<file path="src/rtl/col_sched_pkg.sv">
// rtl/col_sched_pkg.sv - shared types and default sizes for the column scheduler
//
// Purpose: FSM state encoding and default geometry for column_scheduler and
// its round-robin arbiter.
// Ports: none (package).

package col_sched_pkg;

  localparam int unsigned DATA_WIDTH_DEF   = 128;
  localparam int unsigned COL_MAX_SIZE_DEF = 4;
  localparam int unsigned LEN_W_DEF        = 16;

  typedef enum logic [1:0] {
    ST_IDLE   = 2'd0,
    ST_ARB    = 2'd1,
    ST_STREAM = 2'd2,
    ST_DONE   = 2'd3
  } state_t;

endpackage

</file>
<file path="src/rtl/rr_arbiter.sv">
// rtl/rr_arbiter.sv - combinational round-robin pick of the next pending column
//
// Purpose: returns the first set bit of req at or after ptr, wrapping around.
// Ports:
//   req        in   N      pending requesters
//   ptr        in   IDX_W  search start index
//   grant      out  N      one-hot grant (zero when nothing pending)
//   grant_idx  out  IDX_W  index of the granted requester
//   grant_vld  out  1      some requester was granted

module rr_arbiter
  import col_sched_pkg::*;
#(
  parameter int unsigned N     = COL_MAX_SIZE_DEF,
  parameter int unsigned IDX_W = $clog2(N)
) (
  input  logic [N-1:0]     req,
  input  logic [IDX_W-1:0] ptr,
  output logic [N-1:0]     grant,
  output logic [IDX_W-1:0] grant_idx,
  output logic             grant_vld
);

  logic [IDX_W-1:0] idx;

  // Walk N positions starting at ptr; explicit wrap keeps non-power-of-two N correct.
  always_comb begin
    grant     = '0;
    grant_idx = '0;
    grant_vld = 1'b0;
    idx       = ptr;
    for (int k = 0; k < int'(N); k++) begin
      if (!grant_vld && req[idx]) begin
        grant[idx] = 1'b1;
        grant_idx  = idx;
        grant_vld  = 1'b1;
      end
      idx = (idx == IDX_W'(N - 1)) ? '0 : idx + IDX_W'(1);
    end
  end

endmodule

</file>
<file path="src/rtl/column_scheduler.sv">
// rtl/column_scheduler.sv - drains per-column FWFT FIFOs into one engine, round-robin
//
// Purpose: after partition_done, serves every column with a non-zero length
// one at a time in round-robin order for exactly its programmed beat count,
// then pulses process_done.
// Ports:
//   user_clk         in   clock
//   user_rst         in   synchronous active-low reset
//   partition_done   in   pulse: column FIFOs loaded, col_len valid
//   col_len          in   beats per column {c3..c0}
//   data_fifo_dout   in   FWFT FIFO heads {c3..c0}
//   data_fifo_empty  in   per-column empty flags
//   data_fifo_rd_en  out  per-column pop, at most one bit set
//   eng_tdata/tvalid/tlast/tcol out, eng_tready in   engine stream
//   process_done     out  pulse: all columns drained
//   busy             out  run in progress

module column_scheduler
  import col_sched_pkg::*;
#(
  parameter int unsigned TCQ           = 1,
  parameter int unsigned DATA_WIDTH    = DATA_WIDTH_DEF,
  parameter int unsigned COL_MAX_SIZE  = COL_MAX_SIZE_DEF,
  parameter int unsigned LEN_W         = LEN_W_DEF,
  localparam int unsigned COL_W        = $clog2(COL_MAX_SIZE)
) (
  input  logic                               user_clk,
  input  logic                               user_rst,
  input  logic                               partition_done,
  input  logic [COL_MAX_SIZE*LEN_W-1:0]      col_len,
  input  logic [COL_MAX_SIZE*DATA_WIDTH-1:0] data_fifo_dout,
  input  logic [COL_MAX_SIZE-1:0]            data_fifo_empty,
  output logic [COL_MAX_SIZE-1:0]            data_fifo_rd_en,
  output logic [DATA_WIDTH-1:0]              eng_tdata,
  output logic                               eng_tvalid,
  output logic                               eng_tlast,
  output logic [COL_W-1:0]                   eng_tcol,
  input  logic                               eng_tready,
  output logic                               process_done,
  output logic                               busy
);

  // Registered assignments carry no delay; TCQ is accepted for drop-in
  // compatibility with the surrounding design and only range-checked.
  if (TCQ > 1000) begin : g_tcq_check
    $error("column_scheduler: TCQ out of range");
  end

  state_t                  state, next_state;
  logic [LEN_W-1:0]        len_q [COL_MAX_SIZE];
  logic [COL_MAX_SIZE-1:0] pend_mask;
  logic [COL_MAX_SIZE-1:0] sel_oh;
  logic [COL_W-1:0]        rr_ptr;
  logic [COL_W-1:0]        sel;
  logic [LEN_W-1:0]        beat_cnt;
  logic [LEN_W-1:0]        cur_len;

  logic [COL_MAX_SIZE-1:0] grant;
  logic [COL_W-1:0]        grant_idx;
  logic                    grant_vld;
  logic                    fire;

  rr_arbiter #(
    .N     (COL_MAX_SIZE),
    .IDX_W (COL_W)
  ) u_arb (
    .req       (pend_mask),
    .ptr       (rr_ptr),
    .grant     (grant),
    .grant_idx (grant_idx),
    .grant_vld (grant_vld)
  );

  assign eng_tcol = sel;

  always_ff @(posedge user_clk) begin
    if (!user_rst) begin
      state <= ST_IDLE;
    end else begin
      state <= next_state;
    end
  end

  // Next state and all stream outputs. The head of the selected FIFO is
  // passed straight through: a pop happens in the same cycle as the handshake.
  always_comb begin
    next_state      = state;
    eng_tvalid      = 1'b0;
    eng_tlast       = 1'b0;
    data_fifo_rd_en = '0;
    process_done    = 1'b0;
    fire            = 1'b0;
    eng_tdata       = '0;
    cur_len         = '0;
    for (int i = 0; i < int'(COL_MAX_SIZE); i++) begin
      if (sel == COL_W'(i)) begin
        eng_tdata = data_fifo_dout[i*DATA_WIDTH +: DATA_WIDTH];
        cur_len   = len_q[i];
      end
    end

    case (state)
      ST_IDLE: begin
        if (partition_done) begin
          next_state = ST_ARB;
        end
      end
      ST_ARB: begin
        next_state = grant_vld ? ST_STREAM : ST_DONE;
      end
      ST_STREAM: begin
        eng_tvalid = !data_fifo_empty[sel];
        // cur_len is non-zero here: only columns with a length are granted.
        eng_tlast  = eng_tvalid && (beat_cnt == cur_len - LEN_W'(1));
        fire       = eng_tvalid && eng_tready;
        if (fire) begin
          data_fifo_rd_en = sel_oh;
          if (eng_tlast) begin
            next_state = ST_ARB;
          end
        end
      end
      ST_DONE: begin
        process_done = 1'b1;
        next_state   = ST_IDLE;
      end
      default: begin
        next_state = ST_IDLE;
      end
    endcase
  end

  always_ff @(posedge user_clk) begin
    if (!user_rst) begin
      for (int i = 0; i < int'(COL_MAX_SIZE); i++) begin
        len_q[i] <= '0;
      end
      pend_mask <= '0;
      sel_oh    <= '0;
      rr_ptr    <= '0;
      sel       <= '0;
      beat_cnt  <= '0;
      busy      <= 1'b0;
    end else begin
      case (state)
        ST_IDLE: begin
          if (partition_done) begin
            for (int i = 0; i < int'(COL_MAX_SIZE); i++) begin
              len_q[i]     <= col_len[i*LEN_W +: LEN_W];
              pend_mask[i] <= |col_len[i*LEN_W +: LEN_W];
            end
            busy <= 1'b1;
          end
        end
        ST_ARB: begin
          if (grant_vld) begin
            sel      <= grant_idx;
            sel_oh   <= grant;
            beat_cnt <= '0;
          end
        end
        ST_STREAM: begin
          if (fire) begin
            beat_cnt <= beat_cnt + LEN_W'(1);
            if (eng_tlast) begin
              pend_mask <= pend_mask & ~sel_oh;
              rr_ptr    <= (sel == COL_W'(COL_MAX_SIZE - 1)) ? '0 : sel + COL_W'(1);
            end
          end
        end
        ST_DONE: begin
          busy <= 1'b0;
        end
        default: begin
        end
      endcase
    end
  end

endmodule

</file>
<file path="config.mk">
export PLATFORM = sky130hd
export DESIGN_NAME = column_scheduler
export DESIGN_NICKNAME = d
export VERILOG_FILES = /design/src/rtl/col_sched_pkg.sv /design/src/rtl/rr_arbiter.sv /design/src/rtl/column_scheduler.sv
export SDC_FILE = /design/constraint.sdc
export NUM_CORES = 1
export LEC_CHECK = 0
export ABC_AREA = 1
export BUFFER_PORTS_ARGS = -buffer_cell sky130_fd_sc_hd__buf_2
export CELL_PAD_IN_SITES_DETAIL_PLACEMENT = 1
export CELL_PAD_IN_SITES_GLOBAL_PLACEMENT = 2
export CORE_AREA = 2 2 278 280
export CTS_CLUSTER_SIZE = 25
export DETAILED_ROUTE_END_ITERATION = 12
export DIE_AREA = 0 0 280 282
export PLACE_DENSITY_LB_ADDON = 0.1
export SLEW_MARGIN = 20
export SYNTH_ARGS = -nofsm -noshare
export SYNTH_HDL_FRONTEND = slang
export SYNTH_SLANG_ARGS = --single-unit
export TNS_END_PERCENT = 50
</file>
<file path="constraint.sdc">
create_clock -name user_clk -period 14.65 [get_ports user_clk]
set_input_delay 2.1975 -clock user_clk [delete_from_list [all_inputs] [get_ports user_clk]]
set_output_delay 2.1975 -clock user_clk [all_outputs]
set_load 0.05 [all_outputs]
</file>
==> reports/results.ini <==
[layout]
ff_latch_area_um2=2540
fillCellCount=9328
drive_gt1_share_pct=39.8
fin_nets=2635
multiInputGateArea_um2=5830
syn2layout_area_growth_pct=52.5
fin_cells=3031
final_util_pct=18.8

[die]
start_util_pct=12.3
die_w_um=280
fp.dieArea_um2=79000
num_io_pins=722
die_y_um=282
coreArea_um2=75700
rows=101

[synth]
synth.top_cell.area_share_pct=20.6
syn_inst=1397
syn_area_um2=9320
synth-edff-count=64
yosysMostFrequentCell=nand2_1
yosys.area.top_type=edfxtp_1
synthFlopType=edfxtp_1
synth_area_leaders=edfxtp_1 (21%), a221oi_1 (13%), nand2_1 (12%), nor2_1 (11%), o31ai_1 (10%)
ys_warn_count=0
async_flop_share_pct=0
synthTopCellsByCount=nand2_1 (298), nor2_1 (266), a221oi_1 (135), inv_1 (135), o31ai_1 (129)
syn_nets=1994
syn_avg_cell_area_um2=6.67
yosys.cell_types.count=49
synth_seq_cells=95
synth-seq-area-share_pct=27.3

[timing]
slew_viol_final=0
finalClockSkew_ns=0.0174
hold_viol=0
relSlewSlack_pct=21.2
fin_setup_tns_ns=0
layout_min_cycle_time_ns=7.24
worst_pin_slew_ns=1.17
setup_viol=0
finalCritPeriodShare_pct=49.5
fin_ws_ns=7.41
max_freq_ghz=0.138
rsz0062_at_grt=no

[global_routing]
grt_antenna_before_repair=58
grt_first_pass_wirelength_um=127000
grt_start_max_net_pins=167
grt_pass1_vias=13812
track_usage_pct=23.7
grt-ovfl-total=0

[critical_path]
end_kind=output port
path_common_cell=buf_4
cp_slowest_cell=buf_4
r2r_start=eng_tcol[0]
cp_num_buf_inv=5
cp_top_family=buffers and inverters
path_class=reg -> out
start_kind=flip-flop
crit_chain=inv_1, ha_1, inv_2, nor2_4, buf_4, buf_4, a221oi_1, o31ai_1, buf_2
cp.required_ns=12.45
r2r-end=pend_mask[0]
ff2ff_path_depth=19
critPathMaxFanout=67
cp.arrival_ns=5.05
critical-path-max-stage-delay_ns=0.77
crit_cells=9
reg2reg_setup_slack_ns=10.10

[routing]
via_count=13420
totalWireLength_um=97100
drtIter0Drc=876
viasPerCell=4.43
firstDrtPassIters=5
post_drt_wl_per_cell_um=32.0
route.detailed.drc=0
ant_nets=0

[run_status]
status=complete, no violations

[power]
power_leakage_nw=6.62
vdd_drop_max_mv=0.0818
power.density_nw_per_um2=207

[placement]
port-buffer-count=721
place_congestion=1.23
dp_cells=3005
dp_hpwl_um=82800
dp_slack_ns=7.70

[cts]
post_cts_buffers=0
cts.sinks=95
cts_buffers=9
post_cts_resized=0
clk_latency_ns=0.39
tritoncts=built
htree_levels=3
clk_pin_slew_worst_paths_ns=0.09
cts_hold_buf=0
cts_root_buf=clkbuf_16
clock_path_buffers=2

[hold_path]
hold_class=reg -> reg
min_to=beat_cnt[9]
worstHoldPathCells=2
hold_start=beat_cnt[9]

[flow_run]
cap_violations=0

-- report_power, final --
part / internal, mW / leakage [nW] / switching, mW
combinational: 0.486 / 5.53 / 1.84
clock: 0.123 / 0.149 / 0.136
sequential: 0.335 / 0.942 / 0.0207
total: 0.944 / 6.62 / 1.99
-- cells in the final DEF (no fill, tap or decap), types with 2 or more instances in the layout --
master | synthesis | routed
a31oi_1 | 4 | 4
o21ai_0 | 20 | 19
a21oi_2 | 3 | 3
nor3_1 | 8 | 8
nand2_2 | 11 | 11
nor2_1 | 266 | 266
nor4_1 | 4 | 4
o22ai_1 | 4 | 4
edfxtp_1 | 64 | 64
xnor2_1 | 2 | 2
inv_6 | 0 | 2
nand3_2 | 5 | 6
a221oi_1 | 135 | 135
or2_2 | 2 | 2
inv_8 | 0 | 3
buf_4 | 2 | 16
nand2_4 | 2 | 2
clkinv_4 | 0 | 2
ha_4 | 0 | 3
buf_2 | 3 | 721
clkbuf_16 | 0 | 9
ha_1 | 13 | 10
o211ai_1 | 2 | 2
or2_0 | 2 | 2
inv_1 | 135 | 135
nand3_1 | 36 | 35
diode_2 | 0 | 10
nand4_1 | 17 | 17
nand3b_1 | 2 | 2
a21oi_1 | 39 | 39
inv_2 | 7 | 7
xor2_1 | 8 | 8
dfxtp_1 | 31 | 31
nor2_2 | 8 | 7
o21ai_1 | 4 | 4
nand2_1 | 298 | 298
o31ai_1 | 129 | 128
nor2_4 | 8 | 9
a211oi_1 | 6 | 6
-- state kept, by name, summed over array words and instances (netlist names) --
register   cells
beat_cnt      16
busy           1
eng_tcol       2
len_q         64
pend_mask      4
rr_ptr         2
sel_oh         4
state          2
-- through the flow --
stage | hold WS, ns | area [µm²] | power, mW
after CTS | 0.490 | 14200 | 2.98
after floorplan | 0.452 | 9320 | 1.79
after detailed placement | 0.480 | 13900 | 2.70
final | 0.485 | 14200 | 2.94
after global placement | 0.470 | 13900 | 2.71
after global routing | 0.512 | 14200 | 3.10
-- tightest hold or removal path, stage by stage, from the launching register on --
cell	delay, ns
dfxtp_1	0.31
nand2_1	0.06
a221oi_1	0.06
-- worst max-delay path by stage --
| stage | start | end |
|---|---|---|
| after global routing | eng_tcol[0] | eng_tdata[39] |
| after floorplan | partition_done | len_q[0][0] |
| after global placement | eng_tcol[0] | eng_tdata[39] |
| after CTS | eng_tcol[0] | eng_tdata[39] |
| after detailed placement | eng_tcol[0] | eng_tdata[39] |
| final | eng_tcol[0] | eng_tdata[13] |
-- cell families after synthesis --
kind of cell,Yosys count,share of synthesized area (%)
xor+xnor,10,0.940
compound gates,355,28.9
simple gates,672,30.3
buf+inv,252,10.9
flops,95,27.3
fa+ha+maj,13,1.75
-- layout make-up --
cell class,count,share of cell area [%]
sequential,95,17.9
inverter,144,3.86
multi-input combinational,1050,41.0
antenna,10,0.176
clock buffer,9,1.58
timing repair buffer,738,26.4
clock inverter,7,0.537
tap,978,8.61
-- layer usage --
metal	GRT usage, %	vias to the layer above	wire [µm]
met5	0	-	195
met4	2.84	30	1420
met3	8.87	146	8880
met2	39.1	568	44800
met1	29.9	6477	41800
li1	-	6199	-
(Power assumes the default switching activity.)
